==> src/rtl/fault_target_array_pkg.sv <==
// Shared types for the laser-fault target array: FSM state encoding.
package fault_target_array_pkg;

    // Encodings are visible on the state pins, so the values are fixed.
    typedef enum logic [1:0] {
        StIdle    = 2'd0,
        StLoad    = 2'd1,
        StArmed   = 2'd2,
        StTripped = 2'd3
    } state_e;

    localparam int unsigned StateW = 2;

endpackage

==> src/rtl/fault_target_array_lsb_index.sv <==
// Combinational lowest-set-bit encoder with a valid flag.
module fault_target_array_lsb_index #(
    parameter int unsigned N = 8
) (
    input  logic [N-1:0]         vec,
    output logic [$clog2(N)-1:0] idx,
    output logic                 valid
);

    localparam int unsigned IdxW = $clog2(N);

    // Scan from the top down so the lowest set bit is the last one written.
    always_comb begin
        idx   = '0;
        valid = 1'b0;
        for (int i = N - 1; i >= 0; i--) begin
            if (vec[i]) begin
                idx   = IdxW'(i);
                valid = 1'b1;
            end
        end
    end

endmodule

==> src/rtl/fault_target_array.sv <==
// Array of fault-target flops compared every cycle against a golden copy.
// Records sticky per-bit flags, a saturating count and the first fault index/time.
module fault_target_array
    import fault_target_array_pkg::*;
#(
    parameter int unsigned N_REGS        = 8,
    parameter int unsigned CNT_W         = 8,
    parameter int unsigned TIME_W        = 16,
    parameter bit          STOP_ON_FAULT = 1'b1
) (
    input  logic                      clk,
    input  logic                      rst,
    input  logic                      load,
    input  logic [N_REGS-1:0]         pattern,
    input  logic                      arm,
    input  logic                      disarm,
    input  logic [N_REGS-1:0]         en_mask,
    input  logic [N_REGS-1:0]         inj,
    output logic [N_REGS-1:0]         targets,
    output logic [N_REGS-1:0]         fault_flags,
    output logic [CNT_W-1:0]          fault_count,
    output logic [$clog2(N_REGS)-1:0] first_idx,
    output logic [TIME_W-1:0]         first_time,
    output logic                      fault,
    output logic [StateW-1:0]         state
);

    localparam int unsigned IdxW = $clog2(N_REGS);
    localparam logic [CNT_W-1:0]  CntMax  = '1;
    localparam logic [TIME_W-1:0] TimeMax = '1;

    function automatic int unsigned popcount(input logic [N_REGS-1:0] v);
        int unsigned c;
        c = 0;
        for (int i = 0; i < N_REGS; i++) begin
            c += 32'(v[i]);
        end
        return c;
    endfunction

    state_e state_q, state_d;

    // Kept so synthesis never merges or prunes the physical fault targets.
    (* keep = "true", dont_touch = "true" *) logic [N_REGS-1:0] targets_q;
    logic [N_REGS-1:0] golden_q;
    logic [N_REGS-1:0] flags_q;
    logic [CNT_W-1:0]  count_q;
    logic [IdxW-1:0]   first_idx_q;
    logic [TIME_W-1:0] first_time_q;
    logic [TIME_W-1:0] timer_q;
    logic              fault_q;

    logic [N_REGS-1:0] mism;
    logic [N_REGS-1:0] new_bits;
    logic [IdxW-1:0]   new_idx;
    logic              new_valid;
    logic [31:0]       count_sum;
    logic [CNT_W-1:0]  count_next;
    logic [TIME_W-1:0] timer_next;

    // Mismatch is taken from the registered targets, so an injected flip shows a cycle later.
    always_comb begin
        mism       = (targets_q ^ golden_q) & en_mask;
        new_bits   = mism & ~flags_q;
        count_sum  = 32'(count_q) + popcount(new_bits);
        count_next = (count_sum > 32'(CntMax)) ? CntMax : CNT_W'(count_sum);
        timer_next = (timer_q == TimeMax) ? timer_q : timer_q + TIME_W'(1);
    end

    fault_target_array_lsb_index #(
        .N (N_REGS)
    ) u_lsb_index (
        .vec   (new_bits),
        .idx   (new_idx),
        .valid (new_valid)
    );

    // State register.
    always_ff @(posedge clk) begin
        if (rst) begin
            state_q <= StIdle;
        end else begin
            state_q <= state_d;
        end
    end

    // Next-state: load beats arm in IDLE; disarm beats tripping in ARMED.
    always_comb begin
        state_d = state_q;
        unique case (state_q)
            StIdle: begin
                if (load) begin
                    state_d = StLoad;
                end else if (arm) begin
                    state_d = StArmed;
                end
            end
            StLoad: begin
                state_d = StIdle;
            end
            StArmed: begin
                if (disarm) begin
                    state_d = StIdle;
                end else if (STOP_ON_FAULT && new_valid) begin
                    state_d = StTripped;
                end
            end
            StTripped: begin
                if (disarm) begin
                    state_d = StIdle;
                end
            end
            default: state_d = StIdle;
        endcase
    end

    // Datapath: targets, golden copy, sticky flags, counters and first-fault capture.
    always_ff @(posedge clk) begin
        if (rst) begin
            targets_q    <= '0;
            golden_q     <= '0;
            flags_q      <= '0;
            count_q      <= '0;
            first_idx_q  <= '0;
            first_time_q <= '0;
            timer_q      <= '0;
            fault_q      <= 1'b0;
        end else begin
            fault_q <= 1'b0;
            unique case (state_q)
                StIdle: begin
                    if (!load && arm) begin
                        timer_q <= '0;
                    end
                end
                StLoad: begin
                    targets_q    <= pattern;
                    golden_q     <= pattern;
                    flags_q      <= '0;
                    count_q      <= '0;
                    first_idx_q  <= '0;
                    first_time_q <= '0;
                    timer_q      <= '0;
                end
                StArmed: begin
                    targets_q <= targets_q ^ inj;
                    timer_q   <= timer_next;
                    if (new_valid) begin
                        flags_q <= flags_q | new_bits;
                        count_q <= count_next;
                        fault_q <= 1'b1;
                        if (flags_q == '0) begin
                            first_idx_q  <= new_idx;
                            first_time_q <= timer_q;
                        end
                    end
                end
                default: ; // TRIPPED: everything frozen for readback
            endcase
        end
    end

    assign targets     = targets_q;
    assign fault_flags = flags_q;
    assign fault_count = count_q;
    assign first_idx   = first_idx_q;
    assign first_time  = first_time_q;
    assign fault       = fault_q;
    assign state       = state_q;

endmodule

==> config.mk <==
export PLATFORM = sky130hd
export DESIGN_NAME = fault_target_array
export DESIGN_NICKNAME = d
export VERILOG_FILES = /design/src/rtl/fault_target_array_pkg.sv /design/src/rtl/fault_target_array_lsb_index.sv /design/src/rtl/fault_target_array.sv
export SDC_FILE = /design/constraint.sdc
export NUM_CORES = 1
export LEC_CHECK = 0
export ABC_CLOCK_PERIOD_IN_PS = 5200
export BUFFER_PORTS_ARGS = -buffer_cell sky130_fd_sc_hd__buf_2
export CORE_ASPECT_RATIO = 0.8
export CORE_UTILIZATION = 55
export DETAILED_ROUTE_END_ITERATION = 6
export PLACE_DENSITY_LB_ADDON = 0.12
export RECOVER_POWER = 25
export SYNTH_ARGS = -nofsm -noshare
export SYNTH_HDL_FRONTEND = slang
export SYNTH_SLANG_ARGS = --single-unit
==> constraint.sdc <==
create_clock -name clk -period 5.2 [get_ports clk]
set_input_delay 0.52 -clock clk [delete_from_list [all_inputs] [get_ports clk]]
set_output_delay 0.52 -clock clk [all_outputs]
set_load 0.005 [all_outputs]
# --- Word level (Yosys, flattened, before mapping) ---
# Cells that the tools add are included.
classes:
  magnitude_cmp: 1
  n_addsub: 9
  eq_ne: 11
  n_reduce_logical: 11
  mux: 38
  bitwise: 7
ops:
  columns: ["cell", "n"]
  rows:
  - ["$mux W16", 4]
  - ["$pmux W16 S3", 1]
  - ["$pmux W8 S2", 3]
  - ["$pmux W16 S2", 1]
  - ["$mux W3", 10]
  - ["$mux W8", 3]
  - ["$add A16 B1 Y16 const B", 1]
  - ["$and A8 B8 Y8", 2]
  - ["$eq A16 B16 Y1 const B", 1]
  - ["$xor A8 B8 Y8", 2]
  - ["$mux W2", 5]
  - ["$ne A2 B2 Y1 const B", 5]
  - ["$add A8 B8 Y9", 1]
  - ["$gt A9 B8 Y1 const B", 1]
  - ["$mux W1", 9]
  - ["$reduce_and A3 Y1", 3]
  - ["$add A7 B1 Y8", 1]
  - ["$logic_not A8 Y1", 1]
  - ["$not A8 Y8", 1]
  - ["$or A8 B8 Y8", 1]
  - ["$pmux W2 S4", 1]
  - ["$add A6 B1 Y7", 1]
  - ["$add A5 B1 Y6", 1]
  - ["$ne A3 B3 Y1 const B", 2]
  - ["15 further kinds", 16]
totals:
  reg_bits: 70
  inputBits: 29
  word_cells: 86
  output_inout_bits: 46

# --- Longest topological paths before layout ---
# Gate-level depths: netlist (run 1).
logic_depth:
  word_depth: 15
  depth_mapped: 16
  ltp_nobuf: 16

# --- Hierarchy ---
# From an unflattened synthesis (run 1), not the netlist that was laid out.
unflattened:
  cells_unflattened: 391
  hier_area_um2: 3582.2
by_module_without_submodules:
  columns: ["module", "area_per_inst_um2", "cells_per_inst", "n_inst", "seq_area_each_um2"]
  rows:
  - ["fault_target_array", 3502.1, 378, 1, 1401.3]
  - ["fault_target_array_lsb_index", 80.1, 13, 1, 0.0]

# --- Least setup slack after synthesis (run 1) ---
# No wires, ideal clock.
synth_timing:
  path_kind: "reg2reg"
  from: "register targets_q[2], in the netlist targets[2]"
  to: "register count_q[3], in the netlist fault_count[3]"
  path_stages_with_launch: 16
  arrival_time_ns: 3.738
  setup_time_ns: 0.117
  synth_period_minus_slack_ns: 3.855
  required_time_ns: 5.083
  n_path_buf: 0
  path_slack_ns: 1.345
  path_cell_list: "dfxtp_1 -> xor2_1 -> nand2_1 -> nor2_1 -> fa_1 -> inv_1 -> fa_1 -> fa_1 -> fa_1 -> inv_1 -> fa_1 -> a21o_1 -> a22o_1 -> nand2b_1 -> o21ai_0 -> a32o_1"
synth_between:
  elab_chain_cells: 14
  word_cells_on_any_way: 19
  cone_classes: "7 x add/sub; 1 x order compare; 1 x eq/ne; 6 x mux; 3 x bitwise; 1 x reduce/logical"
synth_lines:
  columns: ["element", "line_no", "rtl"]
  rows:
  - ["start, declared", "fault_target_array.sv:44", "(* keep = \"true\", dont_touch = \"true\" *) logic [N_REGS-1:0] targets_q;"]
  - ["start signal, assigned", "fault_target_array.sv:137", "targets_q <= pattern;"]
  - ["start signal, assigned", "fault_target_array.sv:146", "targets_q <= targets_q ^ inj;"]
  - ["$xor A8 B8 Y8 (*)", "fault_target_array.sv:63", "mism = (targets_q ^ golden_q) & en_mask;"]
  - ["$and A8 B8 Y8 (*)", "fault_target_array.sv:63", null]
  - ["$and A8 B8 Y8 (*)", "fault_target_array.sv:64", "new_bits = mism & ~flags_q;"]
  - ["$add A2 B1 Y3", "fault_target_array.sv:36", "c += 32'(v[i]);"]
  - ["$add A3 B1 Y4", "fault_target_array.sv:36", null]
  - ["$add A4 B1 Y5", "fault_target_array.sv:36", null]
  - ["$add A5 B1 Y6", "fault_target_array.sv:36", null]
  - ["$add A6 B1 Y7", "fault_target_array.sv:36", null]
  - ["$add A7 B1 Y8", "fault_target_array.sv:36", null]
  - ["$add A8 B8 Y9", "fault_target_array.sv:65", "count_sum = 32'(count_q) + popcount(new_bits);"]
  - ["$gt A9 B8 Y1", "fault_target_array.sv:66", "count_next = (count_sum > 32'(CntMax)) ? CntMax : CNT_W'(count_sum);"]
  - ["$mux W8", "fault_target_array.sv:66", null]
  - ["$mux W8", "fault_target_array.sv:148", "if (new_valid) begin"]
  - ["$pmux W8 S2", "fault_target_array.sv:130", "unique case (state_q)"]
  - ["end signal, assigned", "fault_target_array.sv:150", "count_q <= count_next;"]
  - ["end, declared", "fault_target_array.sv:47", "logic [CNT_W-1:0] count_q;"]
# Mark *: on every way between the ends. The rest lies on a longest branch, timed or not. The select of a mux whose other input is x is not followed.
# A chain may end at the register's enable or synchronous reset.

# --- Worst setup path in the final report (run 1) ---
# Ends and elaborated chain as after synthesis.

==> metrics.txt, run 1 <==
clk root buf clkbuf_8; Sw Ratio 38.0%; Power Total 2.22 mW; fin crit share 82.3%; Max Freq 234 MHz; DRC errors left 0; CTS tree built; Hold WC Path Type primary input to register; PD cells 511 nW/um^2; post-CTS setup buffers 0; RePlAce Congestion 0.872; Clk pwr share 24.6%; Worst EP arrival 4.52 ns; number of routed nets with antenna violations 0; sequential area share after synthesis 37.1%; Die ar. 7210 sq um; DR WL/cell 15.8 um; Primary FF master, synth dfxtp_1; Clk pin slew, worst setup/hold paths 0.07 ns; nets 528; share of layout cells above drive strength 1 22.2%; Worst R2R Setup Slack 0.92 ns; Setup WS post-layout 0.919 ns; WP data required 5.44 ns; initial antenna violation count 0; clock period minus worst slack 4.28 ns; PostCTS Resize Cnt 0; endpoints failing hold 0; leak pwr 1.80 nW; Reg power frac 32.9%; combinational power share 42.5%; Final Routed Wirelength 9030 um; Cells after Synth 422; CTS H-Tree Depth 3; Port Buf Inserts 74; maximum clock insertion buffer count 2; Crit Path Class register to register; Final Max Tran Viols 0; pre-CTS WS 0.977 ns; I/O pin count 75; Total Routing Usage GR 26.4%; initial cell density of the core 58.1%; ys async rst share 0%; clock skew 0.0107 ns; Die Span Y 76.1 um; CTS buffer count 9; yosys synthesis warning count 0; vias 3,256; MaxCap Viol Count 0; core area 6510 sq um; final setup TNS 0 ns; Peak VDD IR 0.255 mV; status completed; unrepaired setup endpoints after global routing false; internal power 1.38 mW; switching pwr 0.843 mW; crit-path max FO 5; CP endpoint kind register; Yosys cell types 63; CP Launch Type register; Final setup viols 0; Clock Sinks 70; Post-Syn Nets 468; Synth Cell Area 3780 sq um; first-pass GRT wire length 14,800 um; Synth Area per Inst 8.95 sq um; cell row count 26; Pre-Repair DR Iteration Count 4; Slew HR 26.2%; largest net degree at the start of global routing 33; vias per cell 5.70; hold_buf cts 0; EDFF count, synth 0; FF+latch count, synth 70; Ant. Diodes 0; Initial DRC Count 161; vias in the first global route 3,021; later-pin clock latency in the skew report 0.35 ns; layout overhead on the synthesized area 15.1%; post-detail-place hpwl 6450 um; total gr overflow 0; Worst-Margin Slew 1.10 ns; Die Width 94.7 um
==> layout make-up <==
cell class / instances / area (sq um)
repair buffers: 75 / 367
flip-flops and latches: 70 / 1400
multi-input cells: 310 / 2170
clock inverters: 5 / 106
fillers: 577 / 2160
clock buffers: 11 / 141
inverters: 16 / 60.1
well taps: 84 / 105
==> layer usage <==
layer / part of all wire (%) / vias up / global-route usage (%)
li1: - / 1600 / -
met1: 48 / 1540 / 38.1
met2: 42 / 105 / 38.8
met3: 8.2 / 11 / 6.89
met4: 1.2 / 0 / 6.97
met5: 0 / - / 0
==> cell usage after synthesis (2+ instances only) <==
| library cell | number | area [sq um] |
|---|---|---|
| dfxtp_1 | 70 | 1400 |
| nor2_1 | 56 | 210 |
| nand2_1 | 46 | 173 |
| inv_1 | 16 | 60.1 |
| o21ai_0 | 16 | 80.1 |
| xor2_1 | 16 | 140 |
| a2bb2oi_2 | 12 | 180 |
| clkbuf_1 | 12 | 45.0 |
| ha_1 | 12 | 150 |
| a21oi_1 | 11 | 55.1 |
| a31oi_1 | 10 | 62.6 |
| mux2i_1 | 10 | 100 |
| nand2b_1 | 9 | 56.3 |
| nand3_1 | 9 | 45.0 |
| nor2b_1 | 9 | 56.3 |
| a22oi_1 | 8 | 60.1 |
| buf_4 | 8 | 60.1 |
| o2bb2ai_1 | 8 | 70.1 |
| a2bb2oi_1 | 7 | 61.3 |
| nand4_1 | 6 | 37.5 |
| xnor2_1 | 6 | 52.6 |
| and2_1 | 5 | 31.3 |
| fa_1 | 5 | 100 |
| a211oi_1 | 3 | 22.5 |
| a21o_1 | 3 | 22.5 |
| o21ai_1 | 3 | 15.0 |
| a32oi_2 | 2 | 32.5 |
| and4_4 | 2 | 22.5 |
| buf_2 | 2 | 10.0 |
| buf_6 | 2 | 22.5 |
| nand2_2 | 2 | 12.5 |
| nor3_1 | 2 | 10.0 |
| nor4_1 | 2 | 12.5 |
| o21a_1 | 2 | 15.0 |
| or2_2 | 2 | 12.5 |
==> power groups by stage <==
| stage | sequential (mW) | combinational (mW) | clock (mW) |
|---|---|---|---|
| finish | 0.730 | 0.944 | 0.546 |
| global route | 0.744 | 1.04 | 0.575 |
| CTS | 0.729 | 0.947 | 0.552 |
| detailed placement | 0.741 | 0.937 | 0 |
| global placement | 0.734 | 0.917 | 0 |
| floorplan | 0.739 | 0.714 | 0 |
==> layout by cell type, fill, tap and decap left out, types with 10 or more instances in the layout <==
cell type,Yosys,final
xor2_1,16,16
inv_1,16,16
clkbuf_8,0,10
buf_2,2,65
a2bb2oi_2,12,12
nand2_1,46,46
nor2_1,56,56
mux2i_1,10,10
a21oi_1,11,11
a31oi_1,10,10
ha_1,12,12
clkbuf_1,12,10
dfxtp_1,70,70
o21ai_0,16,16
==> flip-flops by register name (all words and copies together) (netlist names) <==
register and cells:
first_idx 3, first_time 16, targets 8, golden_q 8, fault 1, fault_count 8, state 2, timer_q 16
fault_flags 8
==> cells by family (layout without fill, tap and decap cells) <==
family | Yosys count | count (layout) | share of synthesized area, %
AOI/OAI and AO/OA | 104 | 104 | 23.4
buffers and inverters | 42 | 107 | 5.53
and+or+nand+nor | 157 | 157 | 19.6
DFF | 70 | 70 | 37.1
muxes | 10 | 10 | 2.65
adders and majority gates | 17 | 17 | 6.62
xor gates and xnor gates | 22 | 22 | 5.10
==> critical path: stages (launching register included) <==
cell	delay [ns]
dfxtp_1	0.39
xor2_1	0.32
nand2_1	0.14
nor2_1	0.18
fa_1	0.45
inv_1	0.10
fa_1	0.42
fa_1	0.56
fa_1	0.20
inv_1	0.06
fa_1	0.40
a21o_1	0.21
a22o_1	0.24
nand2b_1	0.14
o21ai_0	0.10
a32o_1	0.26
==> per-stage QoR <==
step	hold slack (ns)	instance area (sq um)	cells	utilization, %
final	0.435	4350	571	66.8
after global routing	0.421	4350	571	66.8
after CTS	0.416	4360	571	67.0
after detailed placement	0.470	4110	555	63.2
after global placement	0.466	4110	555	63.2
after floorplan	0.450	3780	422	-
==> final timing paths <==
| check | to | depth (start not counted) | from |
|---|---|---|---|
| setup reg to reg | fault_count[3] | 15 | targets[2] |
| setup / recovery | fault_count[3] | 15 | targets[2] |
| hold reg to reg | first_idx[1] | 2 | first_idx[1] |
| hold / removal | golden_q[3] | 3 | pattern[3] |
No activity file was read; power rests on OpenSTA's default activity.
==> run 2: changes to the inputs <==
Settings changed: ABC_CLOCK_PERIOD_IN_PS 5200 to 3960.
Clock period 5.2 ns to 3.96 ns, I/O delays scaled along.
==> run 2 against run 1 <==
  * Register-to-register slack worse by 0.86 ns
  * Sequential share of layout area down 0.72 points
  * Largest power group unchanged
  * Largest cell class unchanged
  * Global-route usage up 0.30 points
  * Routed wire length up 1.5%
  * First-iteration DRC count up 5.6%
  * Clock skew down 0.0022 ns
  * Critical endpoint is now fault_count[0]
  * Clock power up 15%
  * Critical path depth up 1
  * Non-clock buffer count up 14
==> metrics.txt, run 2 (synthesis results as in run 1) <==
clk root buf clkbuf_8; leak pwr 1.85 nW (+2.7%); unrepaired setup endpoints after global routing true; MaxCap Viol Count 0 (unchanged); Die Width 94.7 um (unchanged); nets 542 (+2.7%); critical path cell sequence xor2_2, nand2_2, nor2_4, fa_1, inv_2, fa_1, fa_1, fa_2, inv_2, fa_2, a21o_1, a22o_1, nand2b_1, a21oi_1, mux2i_1, nor2_1; CP Launch Type register; Final Routed Wirelength 9170 um (+1.5%); Final setup viols 0 (unchanged); total gr overflow 0 (unchanged); Crit Path Class register to register; most frequent cells in the layout 66 x dfxtp_1, 64 x buf_2, 54 x nor2_1, 45 x nand2_1, 15 x buf_4; Setup WS post-layout 0.0596 ns (-0.860 ns); initial antenna violation count 0 (unchanged); largest net degree at the start of global routing 33 (unchanged); CTS buffer count 9 (unchanged); layout overhead on the synthesized area 18.2%; Hold Path Cell Cnt 3 (unchanged); vias in the first global route 3,123 (+3.4%); number of routed nets with antenna violations 0 (unchanged); Peak VDD IR 0.280 mV (+9.5%); crit-path max FO 3 (-2); WL met1 4470 um (+2.8%); vias per cell 5.73 (+0.45%); I/O pin count 75 (unchanged); Worst-Margin Slew 0.935 ns (-0.170 ns); core area 6510 sq um (unchanged); CTS tree built; final setup TNS 0 ns (unchanged); vias 3,351 (+2.9%); status completed; DR WL/cell 15.7 um (-0.91%); top routing layer in use met4; cell total after placement 564 (+1.6%); post-detail-place hpwl 6500 um (+0.75%); Non-Filler Instances 585 (+2.5%); clock period minus worst slack 3.90 ns (-0.380 ns); first-pass GRT wire length 15,000 um (+1.0%); Min Hold Slack 0.294 ns (-0.141 ns); Critical Path Most Common Cell fa_1; Clock Sinks 70 (unchanged); Max Freq 256 MHz (+9.8%); fill count 525 (-9.0%); DRC errors left 0 (unchanged); Initial DRC Count 170 (+5.6%); Die ar. 7210 sq um (unchanged); PD cells 647 nW/um^2 (+27%); clock skew 0.00846 ns (-0.00222 ns); Worst Reg-to-Reg Cells 16 (+1); Worst EP arrival 4.12 ns (-0.40 ns); Clk pin slew, worst setup/hold paths 0.08 ns (about the same); initial cell density of the core 58.1% (unchanged); Ant. Diodes 0 (unchanged); commonest non-fill, non-tap cell in the layout dfxtp_1; pre-CTS WS -0.0639 ns (-1.04 ns); cell row count 26 (unchanged); CP endpoint kind register; Slew HR 37.5% (+11 points); Final Max Tran Viols 0 (unchanged); RePlAce Congestion 0.916 (+5.0%); Port Buf Inserts 74 (unchanged); maximum clock insertion buffer count 2 (unchanged); WP data required 4.17 ns (-1.27 ns); DR WL met2 3960 um (+3.2%); share of layout cells above drive strength 1 27.1% (+5.0 points); later-pin clock latency in the skew report 0.35 ns (about the same); Pre-Repair DR Iteration Count 4 (unchanged); Die Span Y 76.1 um (unchanged); Crit-path slowest cell fa_1; Total Routing Usage GR 26.7% (+0.30 points); Met3 Routed Length 554 um (-25%); Hold WC Path Type primary input to register; CTS H-Tree Depth 3 (unchanged); peak per-stage delay on the critical path 0.57 ns (about the same); hold_buf cts 0 (unchanged); fin crit share 98.5% (+16 points); Power Total 2.89 mW (+30%); endpoints failing hold 0 (unchanged)
-- run 2: changes by cell type in the layout (fill, tap and decap cells not counted), moves of 3 or more --
cell     change
o21ai_1      +3
dfxtp_2      +4
buf_4       +14
dfxtp_1      -4
o21ai_0      -3
-- run 2: path summary, 6_finish.rpt --
path	startpoint	end	slack, ns
max	targets[2]	fault_count[0]	0.06
min	pattern[3]	golden_q[3]	0.29
max reg2reg	targets[2]	fault_count[0]	0.06
min reg2reg	first_idx[1]	first_idx[1]	0.48
-- run 2: final cells by class --
class                           count  area, sq um  share of cell area, %
Clock inverter                      6         86.3                   1.93
Inverter                           16         60.1                   1.35
Timing Repair Buffer               89          470                   10.5
Sequential cell                    70         1410                   31.5
Tap cell                           84          105                   2.35
Clock buffer                       10          128                   2.86
Multi-Input combinational cell    310         2210                   49.5
-- run 2: report_power, final --
part           total, mW  internal, mW  switching (mW)
clock network      0.628         0.353           0.275
logic               1.30         0.567           0.731
registers          0.963         0.849           0.114
-- run 2: routing by layer --
metal  vias up  track usage [%]
met3        20             6.49
met5         -                0
met4         0             10.5
li1       1635                -
met2        94             39.1
met1      1602             37.6
-- run 2: timing repair --
action / in CTS / in global routing
setup buffers: 1 / 4
resized for setup: 5 / 16
setup endpoints to repair: 5 / 7
pin swaps: 0 / 16
-- run 2: stage by stage --
stage | instance area (sq um) | util [%]
6_report | 4460 | 68.6
5_1_grt | 4460 | 68.6
4_1_cts | 4420 | 68.0
3_5_place_dp | 4180 | 64.2
3_3_place_gp | 4180 | 64.2
2_1_floorplan | 3780 | -
-- run 2: critical path: cells and delay by family, from the launching register on --
family | cells | cell delay, ns
AOI/OAI and AO/OA | 3 | 0.50
xor gates and xnor gates | 1 | 0.20
adders and majority gates | 5 | 2.00
buffers and inverters | 2 | 0.12
DFF | 1 | 0.34
muxes | 1 | 0.17
and+or+nand+nor | 4 | 0.44
